File: config.mk
export PLATFORM = sky130hd
export DESIGN_NAME = interpreter_byte_streamer
export DESIGN_NICKNAME = d
export VERILOG_FILES = /design/src/rtl/interpreter_byte_streamer.sv
export SDC_FILE = /design/constraint.sdc
export NUM_CORES = 1
export LEC_CHECK = 0
export CAP_MARGIN = 0
export CORE_MARGIN = 8
export CORE_UTILIZATION = 52
export CTS_BUF_LIST = sky130_fd_sc_hd__clkbuf_4 sky130_fd_sc_hd__clkbuf_8 sky130_fd_sc_hd__clkbuf_16
export DETAILED_ROUTE_END_ITERATION = 16
export HOLD_SLACK_MARGIN = 0.08
export PLACE_DENSITY = 0.75
export SYNTH_ARGS = -nofsm -noshare
export SYNTH_HDL_FRONTEND = slang
export SYNTH_SLANG_ARGS = --single-unit
File: constraint.sdc
create_clock -name clk -period 2.3 [get_ports clk]
set_clock_uncertainty 0.2 [all_clocks]
set_input_delay 0.46 -clock clk [delete_from_list [all_inputs] [get_ports clk]]
set_output_delay 0.46 -clock clk [all_outputs]
set_load 0.005 [all_outputs]
File: src/rtl/interpreter_byte_streamer.sv
// -----------------------------------------------------------------------------
// interpreter_byte_streamer
//
// Purpose:
//   Sits downstream of data memory. One byte lane of every memory read word
//   that the CPU loads while in communication mode (MemtoReg & COMFlag) is
//   queued in a FIFO. Queued bytes are replayed to an external host over an
//   8-bit bus using a 4-phase strobe/acknowledge handshake, so CPU loads never
//   stall on host speed.
//
// Parameters:
//   DEPTH         FIFO entries (power of 2, >= 2)
//   SETUP_CYCLES  cycles ReadDataOut is stable before clk_out rises (>= 1)
//   BYTE_SEL      byte lane of ReadData captured (0 = [7:0] .. 3 = [31:24])
//
// Ports:
//   clk          in   system clock, rising edge
//   reset        in   synchronous, active-high reset
//   MemtoReg     in   memory-to-register load in the M stage
//   COMFlag      in   CPU communication mode
//   ReadData     in   32-bit data memory read word
//   host_ack     in   host acknowledge, asynchronous to clk
//   clk_out      out  data strobe to host
//   ReadDataOut  out  byte presented to host
//   fifo_full    out  FIFO holds DEPTH entries
//   fifo_empty   out  FIFO holds 0 entries
//   overflow     out  sticky: a capture was dropped because the FIFO was full
// -----------------------------------------------------------------------------
module interpreter_byte_streamer #(
    parameter int DEPTH        = 16,
    parameter int SETUP_CYCLES = 2,
    parameter int BYTE_SEL     = 0
) (
    input  logic        clk,
    input  logic        reset,
    input  logic        MemtoReg,
    input  logic        COMFlag,
    input  logic [31:0] ReadData,
    input  logic        host_ack,
    output logic        clk_out,
    output logic [7:0]  ReadDataOut,
    output logic        fifo_full,
    output logic        fifo_empty,
    output logic        overflow
);

    localparam int AW = $clog2(DEPTH);
    localparam int CW = AW + 1;
    localparam int SW = (SETUP_CYCLES > 1) ? $clog2(SETUP_CYCLES) : 1;

    typedef enum logic [1:0] {
        ST_IDLE    = 2'd0,
        ST_SETUP   = 2'd1,
        ST_STROBE  = 2'd2,
        ST_RELEASE = 2'd3
    } state_t;

    logic [7:0]    mem_r [DEPTH];
    logic [AW-1:0] wr_ptr_r;
    logic [AW-1:0] rd_ptr_r;
    logic [CW-1:0] count_r;
    logic [CW-1:0] count_next_s;
    logic          full_r;
    logic          empty_r;
    logic          overflow_r;

    logic          ack_meta_r;
    logic          ack_sync_r;   // synchronized host_ack; the only ack the FSM sees

    state_t        state_r;
    logic [SW-1:0] setup_cnt_r;
    logic          clk_out_r;
    logic [7:0]    rdo_r;

    logic          push_req_s;
    logic          pop_s;
    logic          push_s;
    logic [7:0]    push_byte_s;

    // Only one byte lane is captured; the rest of the word is intentionally unused.
    logic          unused_read_data_s;
    assign unused_read_data_s = ^ReadData;

    // Per-cycle push/pop decisions and next occupancy.
    always_comb begin
        push_req_s  = MemtoReg & COMFlag;
        // Pop only from IDLE and only when the registered flag says data exists,
        // so a push into an empty FIFO is popped one edge later.
        pop_s       = (state_r == ST_IDLE) && !empty_r;
        // When full, a push is accepted only if a pop frees a slot on the same edge.
        push_s      = push_req_s && (!full_r || pop_s);
        push_byte_s = ReadData[8*BYTE_SEL +: 8];
        if (push_s && !pop_s) begin
            count_next_s = count_r + CW'(1);
        end else if (pop_s && !push_s) begin
            count_next_s = count_r - CW'(1);
        end else begin
            count_next_s = count_r;
        end
    end

    // FIFO storage; contents need no reset because occupancy gates every read.
    always_ff @(posedge clk) begin
        if (push_s && !reset) begin
            mem_r[wr_ptr_r] <= push_byte_s;
        end
    end

    // FIFO pointers, occupancy, registered status flags and sticky overflow.
    always_ff @(posedge clk) begin
        if (reset) begin
            wr_ptr_r   <= {AW{1'b0}};
            rd_ptr_r   <= {AW{1'b0}};
            count_r    <= {CW{1'b0}};
            full_r     <= 1'b0;
            empty_r    <= 1'b1;
            overflow_r <= 1'b0;
        end else begin
            if (push_s) begin
                wr_ptr_r <= wr_ptr_r + AW'(1);
            end
            if (pop_s) begin
                rd_ptr_r <= rd_ptr_r + AW'(1);
            end
            count_r <= count_next_s;
            full_r  <= (count_next_s == CW'(DEPTH));
            empty_r <= (count_next_s == CW'(0));
            if (push_req_s && full_r && !pop_s) begin
                overflow_r <= 1'b1;
            end
        end
    end

    // Two-flop synchronizer for the asynchronous host acknowledge.
    always_ff @(posedge clk) begin
        if (reset) begin
            ack_meta_r <= 1'b0;
            ack_sync_r <= 1'b0;
        end else begin
            ack_meta_r <= host_ack;
            ack_sync_r <= ack_meta_r;
        end
    end

    // Host handshake FSM with registered strobe and data outputs.
    always_ff @(posedge clk) begin
        if (reset) begin
            state_r     <= ST_IDLE;
            setup_cnt_r <= {SW{1'b0}};
            clk_out_r   <= 1'b0;
            rdo_r       <= 8'h00;
        end else begin
            case (state_r)
                ST_IDLE: begin
                    clk_out_r <= 1'b0;
                    if (pop_s) begin
                        // The only point where the host data bus changes.
                        rdo_r       <= mem_r[rd_ptr_r];
                        setup_cnt_r <= {SW{1'b0}};
                        state_r     <= ST_SETUP;
                    end
                end
                ST_SETUP: begin
                    if (setup_cnt_r == SW'(SETUP_CYCLES - 1)) begin
                        clk_out_r <= 1'b1;
                        state_r   <= ST_STROBE;
                    end else begin
                        setup_cnt_r <= setup_cnt_r + SW'(1);
                    end
                end
                ST_STROBE: begin
                    // An ack raised early (IDLE/SETUP) is seen here on the first cycle.
                    if (ack_sync_r) begin
                        clk_out_r <= 1'b0;
                        state_r   <= ST_RELEASE;
                    end
                end
                ST_RELEASE: begin
                    if (!ack_sync_r) begin
                        state_r <= ST_IDLE;
                    end
                end
                default: begin
                    clk_out_r <= 1'b0;
                    state_r   <= ST_IDLE;
                end
            endcase
        end
    end

    assign clk_out     = clk_out_r;
    assign ReadDataOut = rdo_r;
    assign fifo_full   = full_r;
    assign fifo_empty  = empty_r;
    assign overflow    = overflow_r;

endmodule
After elaboration in Yosys (flattened, before gate mapping)
Memory sizes are Yosys's and may differ from the RTL's. A register that Yosys moved wholly into a read port is not among the register bits.
Cells that the tools add are included.
- memories: 1
- flip-flop bits (word level): 22
- memory bits (writable): 128
- word-level logic and storage cells: 62
- output and inout port bits: 12
- bits of input ports: 37
- memory list (memory ; words ; bits a word ; rd ports ; clocked after Yosys merged registers in ; write ports ; RTL line ; text):
    mem_r ; 16 ; 8 ; 1 ; 1 ; 1 ; 58 ; logic [7:0] mem_r [DEPTH];
- reduce and logical (&&, ||, !) cells: 21
- mux-type cells: 15
- bitwise logic cells: 1
- add/subtract/negate cells: 5
- equality and inequality tests: 8
- operator list (operator ; number):
    5-bit 2-to-1 mux ; 2
    4-bit by 1-bit adder with 4-bit output (second input constant) ; 2
    2-bit 2-to-1 mux ; 4
    2-bit != test (second input constant) ; 4
    2-bit case mux with 4 select lines ; 1
    1-bit logical AND ; 7
    1-bit 2-to-1 mux ; 6
    5-bit by 1-bit adder with 5-bit output (second input constant) ; 1
    5-bit == test (second input constant) ; 1
    1-bit zero test ; 5
    5-bit zero test ; 1
    5-bit by 1-bit subtractor with 5-bit output (second input constant) ; 1
    2-bit == test (second input constant) ; 2
    2-bit AND reduction ; 2
    4-bit AND reduction ; 1
    1-bit case mux with 3 select lines ; 1
    3-bit AND reduction ; 1
    3-bit nonzero test ; 1
    2-bit by 1-bit == test with 1-bit output (second input constant) ; 1
    2-bit zero test ; 1
    1-bit case mux with 2 select lines ; 1
    2-bit nonzero test ; 1
    1-bit adder (second input constant) ; 1
    1-bit bitwise AND ; 1
    1-bit logical OR ; 1

Logic depth before layout (Yosys ltp)
- word-level depth: 9
- mapped depth: 8

Worst setup path before layout
No wires, ideal clock.
- path type: flip-flop to flip-flop
- start: register state_r[0]
- end: memory mem_r[3][0], enable pin
- required time: 1.730 ns
- cell stages (with the launch flop): 7
- setup time: 0.370 ns
- data arrival time: 1.726 ns
- path slack: 0.004 ns
- cell sequence: dfxtp_1 -> inv_1 -> ha_1 -> nand2b_1 -> a21oi_1 -> nand2_1 -> nor2_1
- cells in the longest elaborated chain, start to end: 7
- RTL lines (element ; RTL line ; text):
    from (decl) ; 70 ; state_t state_r;
    from (signal assigned) ; 148 ; state_r <= ST_IDLE;
    from (signal assigned) ; 160 ; state_r <= ST_SETUP;
    from (signal assigned) ; 166 ; state_r <= ST_STROBE;
    2-bit zero test ; 89 ; pop_s = (state_r == ST_IDLE) && !empty_r;
    1-bit logical AND ; 89 ;
    1-bit logical OR ; 91 ; push_s = push_req_s && (!full_r || pop_s);
    1-bit logical AND ; 91 ;
    1-bit logical AND ; 104 ; if (push_s && !reset) begin
    1-bit 2-to-1 mux ; 104 ;
    1-bit 2-to-1 mux (implied by the code) ; 105 ; mem_r[wr_ptr_r] <= push_byte_s;
    to (decl) ; 58 ;
Every way passes these cells.

Worst setup path in the final report
- start: register state_r[1]
- end: memory mem_r[15][0], enable pin
Same word-level chain as after synthesis.

==> key figures <==
Synth
  – Post-synthesis compound-gate area fraction: 0.0525
  – Syn nets: 422
  – Main area contributors after synthesis: edfxtp_1, mux4_2, dfxtp_1, nor2_1, ha_1
  – Largest family of logic cells by synthesized area: multiplexers
  – Number of synthesized flops with an enable pin: between 100 and 150
  – Yosys Warn Count: 0
  – Seq/Total Area, Yosys: 0.711
  – Avg Cell Area, Syn: 16.8 µm²
  – Top cell type's share of synthesized area: 0.615
  – Mapped Cells: around 370
  – Register bit total from synthesis: between 150 and 200
  – Netlist cell types: 44
  – Post-Synth Simple-Gate Area: 0.0665
  – Synth Cell Area: 6250 µm²
  – Adder-Cell Fraction of Synth Area: 0.0240
  – Post-synth top flop: edfxtp_1
  – Xor/xnor share of the synthesized area: 0.0112
  – Async SR Flop Fraction: 0
  – Cell taking the most area after synthesis: edfxtp_1
  – Mux cell area share after synthesis: 0.117

Timing
  – Final setup fails: 0
  – Fin crit period: between 2 and 2.5 ns
  – Fin. max-slew vios: 0
  – Max_slew headroom: 0.617
  – Final hold vios: 0
  – Pin slew with the least headroom to its limit: approximately 0.57 ns
  – RSZ-0062 raised after global routing: yes
  – TNS Setup: 0 ns
  – Final Cycle Share: 0.961
  – Fmax: around 0.45 GHz
  – WHS: between 0.2 and 0.25 ns

Floorplan
  – I/O Pins: 49
  – Die Ht: ~130 µm
  – Row cnt: 40
  – Placeable core area: 11900 µm²
  – Die W: 126 µm
  – Effective utilization at floorplan: 0.527
  – Die Footprint: between 15000 and 20000 µm²

Worst setup path
  – Worst setup EP type: flop
  – Worst R2R Setup Slack: 0.09 ns
  – Worst reg2reg startpoint: state_r[1]
  – Reg2reg end: mem_r[15][0]
  – Crit start category: flop
  – Critical path arrival: approximately 2.1 ns
  – Crit Path Class: flop to flop
  – Data required, critical path: roughly 2.2 ns
  – Max FO, Critical Path: 8
  – Reg2Reg Depth: 9

Flow run
  – Max cap viols: 0

Place
  – I/O Buffers: 24
  – Post-DP HPWL: between 7000 and 8000 µm
  – Final RePlAce weighted congestion: slightly above 0.7

Drt
  – Drt wl/cell: 19.9 µm
  – Final WL: 11700 µm
  – Remaining antenna violation count after routing: 0
  – DRC Markers: 0
  – DRT iter0 DRCs: roughly 240
  – Vias after detailed routing: about 3.3k
  – Avg Vias per Cell: 5.67
  – DRT Pass-1 Iters: 4

Clock network
  – # clock sinks: between 150 and 200
  – H-tree Lvls: 4
  – CTS buffer count: 17
  – Clock Latency Late Sink: around 0.42 ns
  – Clock-pin slew on the worst setup and hold paths: ~0.06 ns
  – Hold_buf cts: 0
  – Longest Clk Path Bufs: 2
  – CTS tree: yes
  – CTS root buffer: clkbuf_16
  – Post-CTS setup buffer count: 0
  – Cts repair resizes: 2

Final layout
  – Filler instances: about 830
  – NumNets Final: 478
  – Synth-to-layout area growth: 19.8%
  – Share of layout cells above drive strength 1: 0.244
  – Commonest non-fill, non-tap cell in the layout: edfxtp_1
  – Most frequent cells in the layout: edfxtp_1, nor2_1, mux4_2, dfxtp_1
  – ANT cells: 0

GRT
  – Largest net degree at the start of global routing: 36
  – First-pass GRT wire length: 18600 µm
  – Vias in the first global route: 3504
  – GRT Overall Usage: 0.158
  – GR Overflow Total: 0
  – Initial antenna violation count: 0

Power and ir drop
  – Total power: ~8.1 mW
  – Peak supply drop: 0.654 mV
  – Leak: ~2.5 nW
  – Power density over the cells: 1080 nW/µm²

Min path
  – Critical hold path startpoint: ack_meta_r
  – Min-Delay Endpoint: ack_sync_r
  – Tightest Hold Check Type: flop to flop
  – WHS Path Cells: 1

Status
  – Status: complete, no violations
[report_power, final]
part | switching [mW] | internal (mW) | total [mW]
Sequential | 0.128 | 3.25 | 3.38
Combinational | 0.926 | 1.00 | 1.93
Clock | 1.03 | 1.73 | 2.76
[stage by stage]
step	cells	cell area, µm²	utilization	worst slack (ns)
final	589	7490	0.631	0.0889
after global routing	589	7490	0.631	-0.0273
after CTS	589	7460	0.629	0.00805
after detailed placement	557	6860	0.579	-0.203
after global placement	557	6860	0.579	-0.157
after floorplan	373	6250	-	0.00370
[layer usage]
layer / routed length [µm] / share of wire / vias up / track usage
li1: - / - / 1570 / -
met1: 4790 / 0.41 / 1676 / 0.187
met2: 5980 / 0.51 / 84 / 0.267
met3: 754 / 0.064 / 11 / 0.0443
met4: 172 / 0.015 / 0 / 0.0688
met5: 0 / 0 / - / 0
[cell type report]
type                       count  area (µm²)  area share
multi-input combinational    189        1710       0.228
tap                          147         184      0.0246
sequential                   158        4450       0.594
timing repair buffer          55         526      0.0702
clock buffer                  20         448      0.0598
clock inverter                12         143      0.0191
inverter                       8        30.0     0.00401
[cells in the mapped netlist, types with 4 or more instances]
cell type and number:
buf_2 4, a22oi_1 16, nor2b_1 5, inv_1 8, xnor2_1 4, xor2_1 4, buf_1 6, a21oi_1 21
edfxtp_1 128, nor3_1 5, nor2_1 44, dfxtp_1 30, nand2_1 12, mux4_2 32, ha_1 12, clkbuf_1 6
[critical path, cell delays in order (launching register included)]
cell,delay (ns)
dfxtp_2,0.32
inv_1,0.11
ha_2,0.19
buf_4,0.12
nand2b_2,0.14
a21oi_2,0.18
buf_4,0.15
nand2_1,0.15
nor2_1,0.17
buf_6,0.18
[registers in the layout, summed over array words and instances (netlist names)]
register / flops
ReadDataOut: 8
ack_meta_r: 1
ack_sync_r: 1
clk_out: 1
count_r: 5
fifo_empty: 1
fifo_full: 1
mem_r: 128
overflow: 1
rd_ptr_r: 4
setup_cnt_r: 1
state_r: 2
wr_ptr_r: 4
[how the worst max path moves through the flow]
stage               startpoint  slack [ns]           end  depth (start not counted)
floorplan           state_r[0]       0.004   mem_r[3][0]                          6
global placement      MemtoReg       -0.16    fifo_empty                          6
detailed placement    MemtoReg       -0.20  mem_r[15][2]                          8
CTS                 state_r[0]       0.008  mem_r[15][0]                          9
global route        state_r[1]       -0.03   mem_r[3][0]                          9
finish              state_r[1]        0.09  mem_r[15][0]                          9
[kinds of logic (layout without fill, tap and decap cells)]
| kind of cell | Yosys count | in the layout |
|---|---|---|
| buf+inv | 26 | 95 |
| compound gates | 50 | 50 |
| fa+ha+maj | 12 | 12 |
| simple gates | 86 | 86 |
| mux | 33 | 33 |
| flops | 158 | 158 |
| xor+xnor | 8 | 8 |
(Power assumes the default switching activity.)
